File: src/rtl/icap_reboot_seq_pkg.sv
`default_nettype none
// ============================================================================
// Module   : icap_reboot_seq_pkg
// Purpose  : Shared constants for the ICAP reboot sequencer. These are the
//            Spartan-6 configuration command words, the FSM state encoding
//            and the sequence length. The same values are used by the boot
//            register block and by software.
// Revision : 1.0 - initial release
// ============================================================================
package icap_reboot_seq_pkg;

    // Configuration packet words. They are stored un-swapped. The top level
    // applies the per-byte bit reversal when it drives ICAP_SPARTAN6.
    localparam logic [15:0] DUMMY     = 16'hFFFF;
    localparam logic [15:0] SYNC1     = 16'hAA99;
    localparam logic [15:0] SYNC2     = 16'h5566;
    localparam logic [15:0] WR_GEN1   = 16'h3261;
    localparam logic [15:0] WR_GEN2   = 16'h3281;
    localparam logic [15:0] WR_GEN3   = 16'h32A1;
    localparam logic [15:0] WR_GEN4   = 16'h32C1;
    localparam logic [15:0] WR_CMD    = 16'h30A1;
    localparam logic [15:0] CMD_IPROG = 16'h000E;
    localparam logic [15:0] NOOP      = 16'h2000;

    localparam int          SEQ_LEN   = 14;
    localparam logic [3:0]  LAST_IDX  = 4'(SEQ_LEN - 1);

    typedef enum logic [1:0] {
        IDLE = 2'd0,
        SEND = 2'd1,
        DONE = 2'd2
    } state_t;

    // Reverses the bit order inside each byte and keeps the byte positions.
    function automatic logic [15:0] bit_swap_bytes(input logic [15:0] w);
        logic [15:0] r;
        r = '0;
        for (int k = 0; k < 2; k++) begin
            for (int j = 0; j < 8; j++) begin
                r[8*k + j] = w[8*k + 7 - j];
            end
        end
        return r;
    endfunction

endpackage
`default_nettype wire

File: src/rtl/icap_reboot_seq_if.sv
`default_nettype none
// ============================================================================
// Module   : icap_reboot_seq_if
// Purpose  : Groups the boot-register inputs and the ICAP primitive port of
//            the reboot sequencer.
//   spi_addr  : MultiBoot SPI address. Bits [23:0] are used.
//   reboot    : reboot request level, asynchronous to icap_clk.
//   icap_busy : ICAP BUSY.
//   icap_ce_n, icap_we_n, icap_o : ICAP CE (active low), RDWRB, data word.
//   busy, done : sequencer status.
//   master = the sequencer; slave = register block plus ICAP side.
// Revision : 1.0 - initial release
// ============================================================================
interface icap_reboot_seq_if;
    logic [24:0] spi_addr;
    logic        reboot;
    logic        icap_busy;
    logic        icap_ce_n;
    logic        icap_we_n;
    logic [15:0] icap_o;
    logic        busy;
    logic        done;

    modport master (
        input  spi_addr, reboot, icap_busy,
        output icap_ce_n, icap_we_n, icap_o, busy, done
    );

    modport slave (
        output spi_addr, reboot, icap_busy,
        input  icap_ce_n, icap_we_n, icap_o, busy, done
    );
endinterface
`default_nettype wire

File: src/rtl/icap_reboot_seq_sync2.sv
`default_nettype none
// ============================================================================
// Module   : sync2
// Purpose  : Two-flop level synchroniser. It has a synchronous active-high
//            reset and clears to 0.
//   clk, rst : destination clock and reset.
//   d_i      : asynchronous input level.
//   q_o      : synchronised level, two clk edges later.
// Revision : 1.0 - initial release
// ============================================================================
module sync2 (
    input  wire logic clk,
    input  wire logic rst,
    input  wire logic d_i,
    output logic      q_o
);
    logic s1_q;
    logic s2_q;

    always_ff @(posedge clk) begin
        if (rst) begin
            s1_q <= 1'b0;
            s2_q <= 1'b0;
        end else begin
            s1_q <= d_i;
            s2_q <= s1_q;
        end
    end

    assign q_o = s2_q;
endmodule
`default_nettype wire

File: src/rtl/icap_reboot_seq.sv
`default_nettype none
// ============================================================================
// Module   : icap_reboot_seq
// Purpose  : Turns a reboot request into the Spartan-6 IPROG write sequence.
//            The sequence writes the MultiBoot address (GENERAL1/2) and the
//            fallback address (GENERAL3/4), then issues IPROG.
//   icap_clk : sole clock.
//   rst      : synchronous active-high reset.
//   bus      : master side of icap_reboot_seq_if. It carries spi_addr,
//              reboot and icap_busy in, and icap_ce_n, icap_we_n, icap_o,
//              busy and done out. All outputs are registered.
// Parameters:
//   FALLBACK_ADDR : golden image SPI byte address.
//   READ_OPCODE   : SPI read opcode placed in GENERAL2/4 upper byte.
//   SWAP_BITS     : bit-reverse each output byte (1 for ICAP_SPARTAN6).
// Revision : 1.0 - initial release
// ============================================================================
module icap_reboot_seq
    import icap_reboot_seq_pkg::*;
#(
    parameter logic [23:0] FALLBACK_ADDR = 24'h000000,
    parameter logic [7:0]  READ_OPCODE   = 8'h0B,
    parameter bit          SWAP_BITS     = 1'b1
) (
    input  wire logic             icap_clk,
    input  wire logic             rst,
    icap_reboot_seq_if.master     bus
);
    logic        reboot_s2;
    logic        s3_q;
    logic [1:0]  vld_q;
    logic        armed_q, armed_d;
    state_t      state_q, state_d;
    logic [3:0]  idx_q, idx_d;
    logic [23:0] addr_q, addr_d;
    logic        trig;
    logic [15:0] word_raw;
    logic [15:0] word_out;

    logic        ce_n_q, ce_n_d;
    logic        we_n_q, we_n_d;
    logic [15:0] icap_o_q, icap_o_d;
    logic        busy_q, busy_d;
    logic        done_q, done_d;

    // spi_addr[24] has no meaning for a 24-bit SPI address.
    logic        unused_spi_msb;
    assign unused_spi_msb = bus.spi_addr[24];

    sync2 u_sync2 (
        .clk (icap_clk),
        .rst (rst),
        .d_i (bus.reboot),
        .q_o (reboot_s2)
    );

    // vld_q fills with ones two cycles after reset. Before that, reboot_s2
    // still shows the reset value of the synchroniser and not a real sample
    // of reboot. So a request held high through reset cannot arm the
    // trigger until it has actually been seen low.
    assign trig = reboot_s2 & ~s3_q & armed_q;

    always_comb begin
        state_d  = state_q;
        idx_d    = idx_q;
        addr_d   = addr_q;
        armed_d  = armed_q;
        ce_n_d   = 1'b1;
        we_n_d   = 1'b1;
        icap_o_d = 16'hFFFF;
        busy_d   = 1'b0;
        done_d   = 1'b0;

        if (vld_q[1] && !reboot_s2) begin
            armed_d = 1'b1;
        end

        case (state_q)
            IDLE: begin
                if (trig) begin
                    addr_d  = bus.spi_addr[23:0];
                    idx_d   = '0;
                    armed_d = 1'b0;
                    state_d = SEND;
                end
            end
            SEND: begin
                busy_d   = 1'b1;
                we_n_d   = 1'b0;
                icap_o_d = word_out;
                if (!bus.icap_busy) begin
                    ce_n_d = 1'b0;
                    if (idx_q == LAST_IDX) begin
                        state_d = DONE;
                    end else begin
                        idx_d = idx_q + 4'd1;
                    end
                end
            end
            DONE: begin
                done_d = 1'b1;
                if (!reboot_s2) begin
                    state_d = IDLE;
                end
            end
            default: begin
                state_d = IDLE;
            end
        endcase
    end

    // Word ROM. The addresses come from the latched copy, so later changes
    // on spi_addr do not affect a sequence that has already started.
    always_comb begin
        word_raw = NOOP;
        case (idx_q)
            4'd0:    word_raw = DUMMY;
            4'd1:    word_raw = SYNC1;
            4'd2:    word_raw = SYNC2;
            4'd3:    word_raw = WR_GEN1;
            4'd4:    word_raw = addr_q[15:0];
            4'd5:    word_raw = WR_GEN2;
            4'd6:    word_raw = {READ_OPCODE, addr_q[23:16]};
            4'd7:    word_raw = WR_GEN3;
            4'd8:    word_raw = FALLBACK_ADDR[15:0];
            4'd9:    word_raw = WR_GEN4;
            4'd10:   word_raw = {READ_OPCODE, FALLBACK_ADDR[23:16]};
            4'd11:   word_raw = WR_CMD;
            4'd12:   word_raw = CMD_IPROG;
            4'd13:   word_raw = NOOP;
            default: word_raw = NOOP;
        endcase
    end

    generate
        if (SWAP_BITS) begin : g_swap
            assign word_out = bit_swap_bytes(word_raw);
        end else begin : g_noswap
            assign word_out = word_raw;
        end
    endgenerate

    always_ff @(posedge icap_clk) begin
        if (rst) begin
            state_q  <= IDLE;
            idx_q    <= '0;
            addr_q   <= '0;
            armed_q  <= 1'b0;
            s3_q     <= 1'b0;
            vld_q    <= '0;
            ce_n_q   <= 1'b1;
            we_n_q   <= 1'b1;
            icap_o_q <= 16'hFFFF;
            busy_q   <= 1'b0;
            done_q   <= 1'b0;
        end else begin
            state_q  <= state_d;
            idx_q    <= idx_d;
            addr_q   <= addr_d;
            armed_q  <= armed_d;
            s3_q     <= reboot_s2;
            vld_q    <= {vld_q[0], 1'b1};
            ce_n_q   <= ce_n_d;
            we_n_q   <= we_n_d;
            icap_o_q <= icap_o_d;
            busy_q   <= busy_d;
            done_q   <= done_d;
        end
    end

    assign bus.icap_ce_n = ce_n_q;
    assign bus.icap_we_n = we_n_q;
    assign bus.icap_o    = icap_o_q;
    assign bus.busy      = busy_q;
    assign bus.done      = done_q;
endmodule
`default_nettype wire

File: src/flat_wrapper.sv
// flat-port wrapper written by rule: the top's interface ports become plain ports
module icap_reboot_seq_flat import icap_reboot_seq_pkg::*;
#(
    parameter logic [23:0] FALLBACK_ADDR = 24'h000000,
    parameter logic [7:0]  READ_OPCODE   = 8'h0B,
    parameter bit          SWAP_BITS     = 1'b1
)
  (icap_clk, rst, bus_spi_addr, bus_reboot, bus_icap_busy, bus_icap_ce_n, bus_icap_we_n, bus_icap_o, bus_busy, bus_done);
  icap_reboot_seq_if bus_i ();
  input  wire logic icap_clk;
  input  wire logic rst;
  input wire logic [$bits(bus_i.spi_addr)-1:0] bus_spi_addr;
  input wire logic [$bits(bus_i.reboot)-1:0] bus_reboot;
  input wire logic [$bits(bus_i.icap_busy)-1:0] bus_icap_busy;
  output wire logic [$bits(bus_i.icap_ce_n)-1:0] bus_icap_ce_n;
  output wire logic [$bits(bus_i.icap_we_n)-1:0] bus_icap_we_n;
  output wire logic [$bits(bus_i.icap_o)-1:0] bus_icap_o;
  output wire logic [$bits(bus_i.busy)-1:0] bus_busy;
  output wire logic [$bits(bus_i.done)-1:0] bus_done;
  assign bus_i.spi_addr = bus_spi_addr;
  assign bus_i.reboot = bus_reboot;
  assign bus_i.icap_busy = bus_icap_busy;
  assign bus_icap_ce_n = bus_i.icap_ce_n;
  assign bus_icap_we_n = bus_i.icap_we_n;
  assign bus_icap_o = bus_i.icap_o;
  assign bus_busy = bus_i.busy;
  assign bus_done = bus_i.done;
  icap_reboot_seq #(.FALLBACK_ADDR(FALLBACK_ADDR), .READ_OPCODE(READ_OPCODE), .SWAP_BITS(SWAP_BITS)) u_core (.icap_clk(icap_clk), .rst(rst), .bus(bus_i));
endmodule
File: config.mk
export PLATFORM = sky130hd
export DESIGN_NAME = icap_reboot_seq_flat
export DESIGN_NICKNAME = d
export VERILOG_FILES = /design/src/rtl/icap_reboot_seq_pkg.sv /design/src/rtl/icap_reboot_seq_if.sv /design/src/rtl/icap_reboot_seq_sync2.sv /design/src/rtl/icap_reboot_seq.sv /design/src/flat_wrapper.sv
export SDC_FILE = /design/constraint.sdc
export NUM_CORES = 1
export LEC_CHECK = 0
export CAP_MARGIN = 20
export CORE_MARGIN = 2
export CORE_UTILIZATION = 49
export DETAILED_ROUTE_END_ITERATION = 10
export PLACE_DENSITY_LB_ADDON = 0.25
export SLEW_MARGIN = 20
export SYNTH_ARGS = -nofsm -noshare
export SYNTH_HDL_FRONTEND = slang
export SYNTH_SLANG_ARGS = --single-unit
File: constraint.sdc
create_clock -name icap_clk -period 2.1 [get_ports icap_clk]
set_input_delay 0.525 -clock icap_clk [delete_from_list [all_inputs] [get_ports icap_clk]]
set_output_delay 0.525 -clock icap_clk [all_outputs]
set_load 0.01 [all_outputs]
==> results of run 1 <==
==> area by class of cell <==
type	instances	area, µm²
multi-input combinational	174	950.9
inverter	6	22.52
timing repair buffer	51	500.5
tap	52	65.06
sequential	56	1121
clock buffer	7	96.34
fill	399	1568
==> cell families (layout without fill, tap and decap cells) <==
group,count (synthesis),count (layout)
simple gates,107,107
compound gates,58,58
flops,56,56
buf+inv,21,64
fa+ha+maj,5,5
xor+xnor,2,2
mux,2,2
==> sequential cells by signal (all words and copies together), names as in the netlist, 2 cells and up <==
signal	flops
u_core.vld_q	2
u_core.bus.icap_o	16
u_core.addr_q	24
u_core.idx_q	4
u_core.state_q	2
==> worst max-delay path: stages, from the launching register on <==
cell	delay (ns)
dfxtp_1	0.36
inv_1	0.13
ha_1	0.25
nor2_1	0.07
o31ai_2	0.55
nor2_1	0.14
o21ai_0	0.12
==> placed cells by master (no fill, tap or decap), types with 4 or more instances in the layout <==
master	Yosys	routed
nor2_1	9	9
clkbuf_8	0	7
nand3_1	5	5
clkdlybuf4s50_1	0	47
dfxtp_1	56	56
ha_1	5	5
buf_4	2	4
nand2_1	68	68
nor2b_1	6	6
nor3_1	5	5
inv_1	6	6
a22oi_1	5	5
a21oi_1	31	31
o21ai_0	9	9
==> per-stage QoR <==
stage	util, %	total power [W]
2_1_floorplan	-	0.001135
3_3_place_gp	61.52	0.001192
3_5_place_dp	61.52	0.001194
4_1_cts	63.74	0.001795
5_1_grt	63.74	0.001844
6_report	63.74	0.001780
==> worst paths after layout <==
check | start | end | cells after the start
worst min-delay path | u_core.u_sync2.s1_q | u_core.u_sync2.q_o | 1
worst max-delay path | u_core.idx_q[0] | u_core.bus.icap_o[7] | 6
worst max register to register | u_core.idx_q[0] | u_core.bus.icap_o[7] | 6
worst min register to register | u_core.u_sync2.s1_q | u_core.u_sync2.q_o | 1
==> per-layer routing <==
metal / track usage, % / vias to the layer above / wire length [µm]
li1: - / 926 / -
met1: 28.35 / 806 / 2307
met2: 27.52 / 46 / 2055
met3: 4.843 / 5 / 190
met4: 5.031 / 0 / 43
met5: 0 / - / 0
==> where the power goes <==
group	total [W]	internal [W]	switching, W
clock	0.000611	0.000294	0.000316
sequential	0.00108	0.00107	0.00000554
combinational	0.0000909	0.0000566	0.0000344
==> flow_summary_export.csv, run 1 <==
group,metric,value,unit
logic_synthesis,yosysSeqAreaShare,51.11,%
floorplan,die-area,5028,µm²
floorplan,die_x,70.91,µm
timing,finalHoldViolCount,0,
cts,cts_hold_buf,0,
final_layout,fin_area,2756,µm²
floorplan,coreArea,4324,µm²
cts,htreeDepth,2,
placement,dpl.cell_count,339,
timing,fin_skew,0.007646,ns
logic_synthesis,synth_most_common_cell,"nand2_1",
detailed_routing,route.detailed.drc,0,
worst_setup_path,critPathRequiredTime,2.32,ns
cts,numCtsBuffers,5,
cts,clk_latency,0.30,ns
job,max-cap-violations,0,
logic_synthesis,ys.flop_type,"dfxtp_1",
power_and_ir_drop,leakagePower,0.9800,nW
detailed_routing,wl_per_cell,13.29,µm
timing,clock.fmax,586.7,MHz
logic_synthesis,ys_seq_elements,56,
hold_path,hp-class,"register to register",
logic_synthesis,synth_compound_area_share,16.43,%
timing,setup_ws,0.3957,ns
grt,overflow,0,
placement,dpl_cell_area,2660,µm²
detailed_routing,num_vias,1783,
cts,postCtsSetupBuffers,0,
logic_synthesis,synth_xor_area_share,0.7986,%
worst_setup_path,reg2reg_setup_slack,0.40,ns
timing,slew_violations,0,
floorplan,io-pin-count,49,
grt,first_global_vias,1579,
logic_synthesis,syn-num-nets,285,
worst_setup_path,cp-start-kind,"register",
floorplan,rows,24,
cts,cts_resized,0,
grt,grt_max_degree,36,
logic_synthesis,netlist_area,2193,µm²
detailed_routing,totalWireLength,4598,µm
logic_synthesis,synth_top_area_cell,"dfxtp_1",
final_layout,drive_gt1_share,6.122,%
timing,setup-tns-final,0,ns
logic_synthesis,avgSynthCellArea,8.738,µm²
power_and_ir_drop,power_density,645.6,nW/µm²
cts,cts_root_buf,"clkbuf_8",
logic_synthesis,synth_area_leaders,"dfxtp_1 51%, nand2_1 12%, a21oi_1 7.1%",
detailed_routing,drt-pass1-iter-count,4,
timing,worstMarginPinSlew,0.6591,ns
timing,post-route-period-util,81.16,%
logic_synthesis,synthCells,251,
logic_synthesis,muxShareOfSynthArea,0.9127,%
cts,cts_tree,"yes",
logic_synthesis,synth-simple-area-share,22.36,%
power_and_ir_drop,peakVddDrop,0.0004974,V
placement,dp_hpwl,3197,µm
detailed_routing,ant_nets,0,
logic_synthesis,synth_cell_types,39,
logic_synthesis,yosys-top-cells-count,"68 x nand2_1, 56 x dfxtp_1, 31 x a21oi_1",
timing,layout_min_cycle_time,1.704,ns
logic_synthesis,synth_top_family_by_area,"simple AND/OR/NAND/NOR gates",
logic_synthesis,synth_edf_count,0,
timing,whs,0.4438,ns
worst_setup_path,arrival,1.92,ns
logic_synthesis,synthArstFlopShare,0,%
detailed_routing,via_per_inst,5.153,
placement,finalWeightedCongestion,0.8500,
final_layout,antennaDiodeCount,0,
run_status,outcome,"completed",
cts,clk_pin_slew_worst_paths,0.09,ns
cts,clkSinkCount,56,
logic_synthesis,synth_top_area_share,51.11,%
placement,place_ws,0.1910,ns
logic_synthesis,synth_warnings,0,
cts,cts_max_path_buffers,2,
floorplan,dieHeight,70.91,µm
detailed_routing,drt_iter0_markers,192,
timing,rsz0062_at_grt,"no",
worst_setup_path,worst-setup-path-type,"register to register",
grt,grt_antenna_before_repair,0,
final_layout,instances_no_fill,346,
timing,setup_viol,0,
worst_setup_path,path_max_fanout,7,
grt,groute.usage.overall,19.03,%
floorplan,initial_core_util,50.72,%
timing,slew_headroom,55.80,%
grt,grt_pass1_wl,7514,µm
final_layout,final_nets,328,
placement,port_buffers,47,
worst_setup_path,end_kind,"register",
logic_synthesis,synthAdderAreaFrac,2.852,%
final_layout,areaGrowthSynthToFinish,25.67,%
(Power assumes the default switching activity.)
==> run 2, diff against run 1 <==
--- a/config.mk
+++ b/config.mk
@@ -7,7 +7,7 @@
 export LEC_CHECK = 0
 export CAP_MARGIN = 20
 export CORE_MARGIN = 2
-export CORE_UTILIZATION = 49
+export CORE_UTILIZATION = 44
 export DETAILED_ROUTE_END_ITERATION = 10
 export PLACE_DENSITY_LB_ADDON = 0.25
 export SLEW_MARGIN = 20
==> constraint.sdc (replaced) <==
create_clock -name icap_clk -period 1.55 [get_ports icap_clk]
set_input_delay 0.3875 -clock icap_clk [delete_from_list [all_inputs] [get_ports icap_clk]]
set_output_delay 0.3875 -clock icap_clk [all_outputs]
set_load 0.01 [all_outputs]
==> run 2 against run 1 <==
Net effect:
- register-to-register slack got worse by 0.31 ns
- first-iteration DRC count fell by 23%
- combinational power rose by 36%
- critical path type unchanged
- critical path depth fell by 1
- critical endpoint is now u_core.idx_q[1]
- highest routed layer unchanged
- worst hold slack improved by 0.0053 ns
==> flow_summary_export.csv, run 2 (synthesis gave the netlist of run 1 again) <==
group,metric,value,unit
power_and_ir_drop,power_frac_comb,5.2,%
final_layout,layout_common_cells,"68 x nand2_1, 54 x dfxtp_1, 31 x a21oi_1",
power_and_ir_drop,p_clk_share,33.0,%
timing,slew_headroom,75.57,%
worst_setup_path,arrival,1.71,ns
grt,grt_pass1_wl,6969,µm
worst_setup_path,slowest_stage,"dfxtp_2",
power_and_ir_drop,power_switching,0.0005180,W
timing,setup-tns-final,0,ns
detailed_routing,drt-pass1-iter-count,4,
detailed_routing,totalWireLength,4501,µm
placement,dpl.cell_count,362,
placement,port_buffers,47,
timing,clock.fmax,682.2,MHz
grt,grt_max_degree,36,
final_layout,mostFrequentLayoutCell,"nand2_1",
grt,groute.usage.overall,16.84,%
worst_setup_path,end_kind,"register",
detailed_routing,wl_per_cell,12.16,µm
detailed_routing,via_per_inst,4.873,
floorplan,die-area,5566,µm²
worst_setup_path,worstReg2RegEnd,"u_core.idx_q[1]",
detailed_routing,num_vias,1803,
grt,first_global_vias,1466,
run_status,outcome,"completed",
worst_setup_path,worst-setup-path-type,"register to register",
floorplan,die_x,74.61,µm
final_layout,instances_no_fill,370,
placement,dp_hpwl,3140,µm
grt,overflow,0,
timing,setup_viol,0,
timing,layout_min_cycle_time,1.466,ns
final_layout,drive_gt1_share,11.55,%
final_layout,final_util,60.95,%
worst_setup_path,reg2reg_depth,5,
power_and_ir_drop,p_total,0.002364,W
grt,grt_antenna_before_repair,0,
detailed_routing,ant_nets,0,
floorplan,io-pin-count,49,
power_and_ir_drop,power_density,816.0,nW/µm²
cts,cts_tree,"yes",
job,max-cap-violations,0,
timing,finalHoldViolCount,0,
cts,cts_root_buf,"clkbuf_8",
cts,clk_latency,0.31,ns
power_and_ir_drop,p_seq_share,61.8,%
power_and_ir_drop,internal_power,0.001847,W
floorplan,initial_core_util,46.13,%
final_layout,antennaDiodeCount,0,
floorplan,rows,25,
hold_path,hp-class,"register to register",
cts,clkSinkCount,56,
worst_setup_path,critPathMaxStageDelay,0.36,ns
final_layout,largest_reg_flops,24,
floorplan,coreArea,4755,µm²
power_and_ir_drop,power.share.switching,21.91,%
cts,numCtsBuffers,5,
final_layout,final_nets,336,
hold_path,holdPathEnd,"u_core.bus.icap_o[13]",
detailed_routing,route.detailed.drc,0,
worst_setup_path,critPathRequiredTime,1.79,ns
final_layout,fillers,441,
cts,clk_pin_slew_worst_paths,0.10,ns
final_layout,max_flop_register,"u_core.addr_q",
worst_setup_path,cp_cell_sequence,"inv_1 > ha_1 > nand3_2 > a31oi_4 > mux2i_1",
worst_setup_path,cp-start-kind,"register",
hold_path,hold_start,"u_core.addr_q[10]",
power_and_ir_drop,leakagePower,1.040,nW
timing,post-route-period-util,94.57,%
hold_path,min_path_cells,2,
timing,slew_violations,0,
timing,fin_skew,0.005665,ns
placement,finalWeightedCongestion,0.8175,
final_layout,areaGrowthSynthToFinish,32.12,%
detailed_routing,drt_iter0_markers,147,
cts,cts_max_path_buffers,2,
worst_setup_path,reg2reg_from,"u_core.idx_q[1]",
timing,worstMarginPinSlew,0.3659,ns
worst_setup_path,reg2reg_setup_slack,0.08,ns
cts,htreeDepth,2,
floorplan,dieHeight,74.61,µm
power_and_ir_drop,peakVddDrop,0.0004565,V
cts,cts_hold_buf,0,
worst_setup_path,path_max_fanout,6,
-- run 2: power by group through the flow --
| stage | clock network (W) | logic [W] | registers (W) |
|---|---|---|---|
| final | 0.000780 | 0.000124 | 0.00146 |
| after global routing | 0.000846 | 0.000135 | 0.00146 |
| after CTS | 0.000798 | 0.000124 | 0.00146 |
| after detailed placement | 0 | 0.000124 | 0.00149 |
| after global placement | 0 | 0.000122 | 0.00149 |
| after floorplan | 0 | 0.0000461 | 0.00149 |
-- run 2: metrics by stage --
step                cell area (µm²)  hold slack, ns  setup WS [ns]
global placement               2751          0.4176        -0.1487
global route                   2898          0.4761       -0.01008
detailed placement             2751          0.4263        -0.1526
floorplan                      2193          0.4138        0.02759
finish                         2898          0.4491        0.08412
CTS                            2838          0.4481     -0.0002458
-- run 2: worst max-delay path, delay by kind of cell, from the launching register on --
family / cells / cell delay (ns)
flip-flops: 1 / 0.36
adder cells (fa/ha/maj): 1 / 0.31
AO/OA/AOI/OAI: 1 / 0.25
multiplexers: 1 / 0.20
AND/OR/NAND/NOR: 1 / 0.17
buffers and inverters: 1 / 0.10
-- run 2: metal layers --
metal  part of all wire, %  track usage, %  vias to the layer above
met5                     0               0                        -
met4                   1.6           6.548                        0
met3                   4.9           4.472                        8
met2                    45           24.88                       42
met1                    49           23.55                      819
li1                      -               -                      934
-- run 2: what timing repair did --
action | 4_1_cts | 5_1_grt
endpoints found under the setup margin | 7 | 42
cloned | 0 | 0
gates resized for setup | 7 | 22
setup buffers | 0 | 0
pin swaps | 0 | 0
-- run 2: worst max path at each step --
stage                                from                    to  slack, ns  cells after the start
final                     u_core.idx_q[1]       u_core.idx_q[1]       0.08                      5
after global routing      u_core.idx_q[1]       u_core.idx_q[1]      -0.01                      5
after CTS                 u_core.idx_q[0]  u_core.bus.icap_o[5]    -0.0002                      5
after detailed placement              rst  u_core.bus.icap_o[4]      -0.15                      4
after global placement                rst  u_core.bus.icap_o[4]      -0.15                      4
after floorplan           u_core.idx_q[0]  u_core.bus.icap_o[4]       0.03                      6
-- run 2: layout make-up --
| type | count | area, µm² | share of cell area (%) |
|---|---|---|---|
| clock buffer | 5 | 68.82 | 2.375 |
| clock inverter | 3 | 18.77 | 0.6477 |
| inverter | 6 | 22.52 | 0.7772 |
| multi-input combinational | 174 | 979.7 | 33.81 |
| sequential | 56 | 1124 | 38.77 |
| tap | 67 | 83.83 | 2.893 |
| timing repair buffer | 59 | 600.6 | 20.73 |
==> run 3, diff against run 2 <==
--- a/config.mk
+++ b/config.mk
@@ -5,7 +5,8 @@
 export SDC_FILE = /design/constraint.sdc
 export NUM_CORES = 1
 export LEC_CHECK = 0
-export CAP_MARGIN = 20
+export CAP_MARGIN = 10
+export CORE_ASPECT_RATIO = 0.7
 export CORE_MARGIN = 2
 export CORE_UTILIZATION = 44
 export DETAILED_ROUTE_END_ITERATION = 10
==> run 3 against run 2 <==
Net effect:
- die area increased by 0.15%
- first-iteration DRC count decreased by 43%
- global-route usage increased by 0.81 points
- critical path type is now register to primary output
- critical endpoint is now bus_icap_o[4]
- sequential cell count unchanged
==> flow_summary_export.csv, run 3 (synthesis gave the netlist of run 1 again) <==
group,metric,value,unit
timing,slew_violations,0,
final_layout,largest_reg_flops,24,
grt,grt-busiest-layer,"met1",
power_and_ir_drop,p_total,0.002379,W
timing,clock.fmax,658.9,MHz
worst_setup_path,cp-start-kind,"register",
worst_setup_path,path_max_fanout,1,
final_layout,fillers,456,
worst_setup_path,critPathMaxStageDelay,0.52,ns
final_layout,max_flop_register,"u_core.addr_q",
timing,setup_viol,0,
grt,grt_max_degree,36,
worst_setup_path,cp_cell_sequence,"clkdlybuf4s50_1",
grt,grt_pass1_wl,7562,µm
detailed_routing,ant_nets,0,
worst_setup_path,reg2reg_depth,5,
grt,grt.met2_usage,23.97,%
floorplan,dieHeight,63.07,µm
worst_setup_path,crit_cells,1,
timing,worstMarginPinSlew,0.3980,ns
cts,cts_hold_buf,0,
final_layout,fin_area,2937,µm²
timing,whs,0.4459,ns
final_layout,layout_common_cells,"68 x nand2_1, 56 x dfxtp_1, 30 x a21oi_1",
cts,clk_latency,0.30,ns
grt,first_global_vias,1594,
placement,dpl.cell_count,367,
final_layout,antennaDiodeCount,0,
worst_setup_path,reg2reg_setup_slack,0.09,ns
final_layout,areaGrowthSynthToFinish,33.88,%
worst_setup_path,crit_start,"u_core.bus.icap_o[4]",
grt,groute.usage.overall,17.66,%
timing,post-route-period-util,97.92,%
timing,layout_min_cycle_time,1.518,ns
floorplan,die-area,5574,µm²
worst_setup_path,worstReg2RegEnd,"u_core.bus.icap_o[4]",
detailed_routing,num_vias,1834,
cts,htreeDepth,2,
cts,cts_max_path_buffers,2,
timing,finalHoldViolCount,0,
power_and_ir_drop,power_density,810.1,nW/µm²
detailed_routing,route.detailed.drc,0,
grt,grt_antenna_before_repair,0,
timing,slew_headroom,73.47,%
worst_setup_path,end_kind,"primary output",
grt,overflow,0,
worst_setup_path,critPathRequiredTime,1.16,ns
cts,clk_pin_slew_worst_paths,0.09,ns
hold_path,hp-class,"register to register",
floorplan,die_x,88.39,µm
worst_setup_path,worst-setup-path-type,"register to primary output",
job,max-cap-violations,0,
final_layout,drive_gt1_share,10.78,%
floorplan,rows,21,
run_status,outcome,"completed",
detailed_routing,drt_iter0_markers,84,
final_layout,instances_no_fill,375,
worst_setup_path,cp_num_buf_inv,1,
power_and_ir_drop,leakagePower,1.062,nW
worst_setup_path,slowest_stage,"clkdlybuf4s50_1",
power_and_ir_drop,peakVddDrop,0.0004374,V
floorplan,initial_core_util,45.87,%
detailed_routing,drt-pass1-iter-count,4,
placement,finalWeightedCongestion,0.9408,
floorplan,coreArea,4782,µm²
cts,clkSinkCount,56,
detailed_routing,totalWireLength,4749,µm
timing,setup_ws,0.03220,ns
placement,place_ws,-0.2015,ns
floorplan,io-pin-count,49,
grt,use_met1,26.92,%
worst_setup_path,cp_top_family,"buffers and inverters",
timing,rsz0062_at_grt,"yes",
cts,cts_tree,"yes",
placement,dp_hpwl,3415,µm
final_layout,mostFrequentLayoutCell,"nand2_1",
cts,cts_root_buf,"clkbuf_8",
placement,port_buffers,47,
cts,numCtsBuffers,5,
grt,grt_util_met3,5.767,%
placement,dpl_cell_area,2776,µm²
detailed_routing,wl_per_cell,12.66,µm
worst_setup_path,reg2reg_from,"u_core.idx_q[1]",
timing,fin_skew,0.005581,ns
worst_setup_path,crit_end,"bus_icap_o[4]",
detailed_routing,via_per_inst,4.891,
worst_setup_path,arrival,1.13,ns
final_layout,final_nets,339,
[run 3: cell types whose count changed in the layout (fill, tap and decap cells not counted), sizes merged]
cell and delta:
dlygate4sd2 -6, clkinv -3, buf +3, clkdlybuf4s50 +2, dlymetal6s2s +4, clkbuf +3
[run 3: where the power goes]
part	internal [W]	switching, W
Combinational	0.0000774	0.0000460
Sequential	0.00145	0.00000794
Clock	0.000365	0.000429
Total	0.00190	0.000483
[run 3: stage by stage]
stage / util, % / TNS (ns)
3_3_place_gp: 58.06 / -2.041
6_report: 61.41 / 0
3_5_place_dp: 58.06 / -2.338
5_1_grt: 61.41 / -0.02973
4_1_cts: 59.94 / 0
2_1_floorplan: - / 0
[run 3: how the worst min path moves through the flow]
stage,startpoint,to,slack [ns],cells past startpoint
2_1_floorplan,u_core.u_sync2.s1_q,u_core.u_sync2.q_o,0.41,1
3_3_place_gp,u_core.vld_q[0],u_core.vld_q[1],0.42,1
3_5_place_dp,u_core.u_sync2.s1_q,u_core.u_sync2.q_o,0.43,1
4_1_cts,u_core.u_sync2.s1_q,u_core.u_sync2.q_o,0.45,1
5_1_grt,u_core.u_sync2.s1_q,u_core.u_sync2.q_o,0.46,1
6_report,u_core.u_sync2.s1_q,u_core.u_sync2.q_o,0.45,1
[run 3: metal layers]
layer  wire (µm)  vias up
met2        1939       71
met4          32        0
met3         392        5
li1            -      943
met1        2384      815
met5           0        -
[run 3: cell type report]
cell class / instances / area (µm²) / area share [%]
flip-flops and latches: 56 / 1121 / 38.18
well taps: 69 / 86.33 / 2.940
clock buffers: 8 / 90.09 / 3.068
inverters: 6 / 22.52 / 0.7669
repair buffers: 62 / 640.6 / 21.82
multi-input cells: 174 / 975.9 / 33.23
[run 3: what timing repair did]
| action | CTS | global route |
|---|---|---|
| setup buffers | 0 | 0 |
| endpoints found under the setup margin | 0 | 35 |
| gates resized for setup | 0 | 24 |
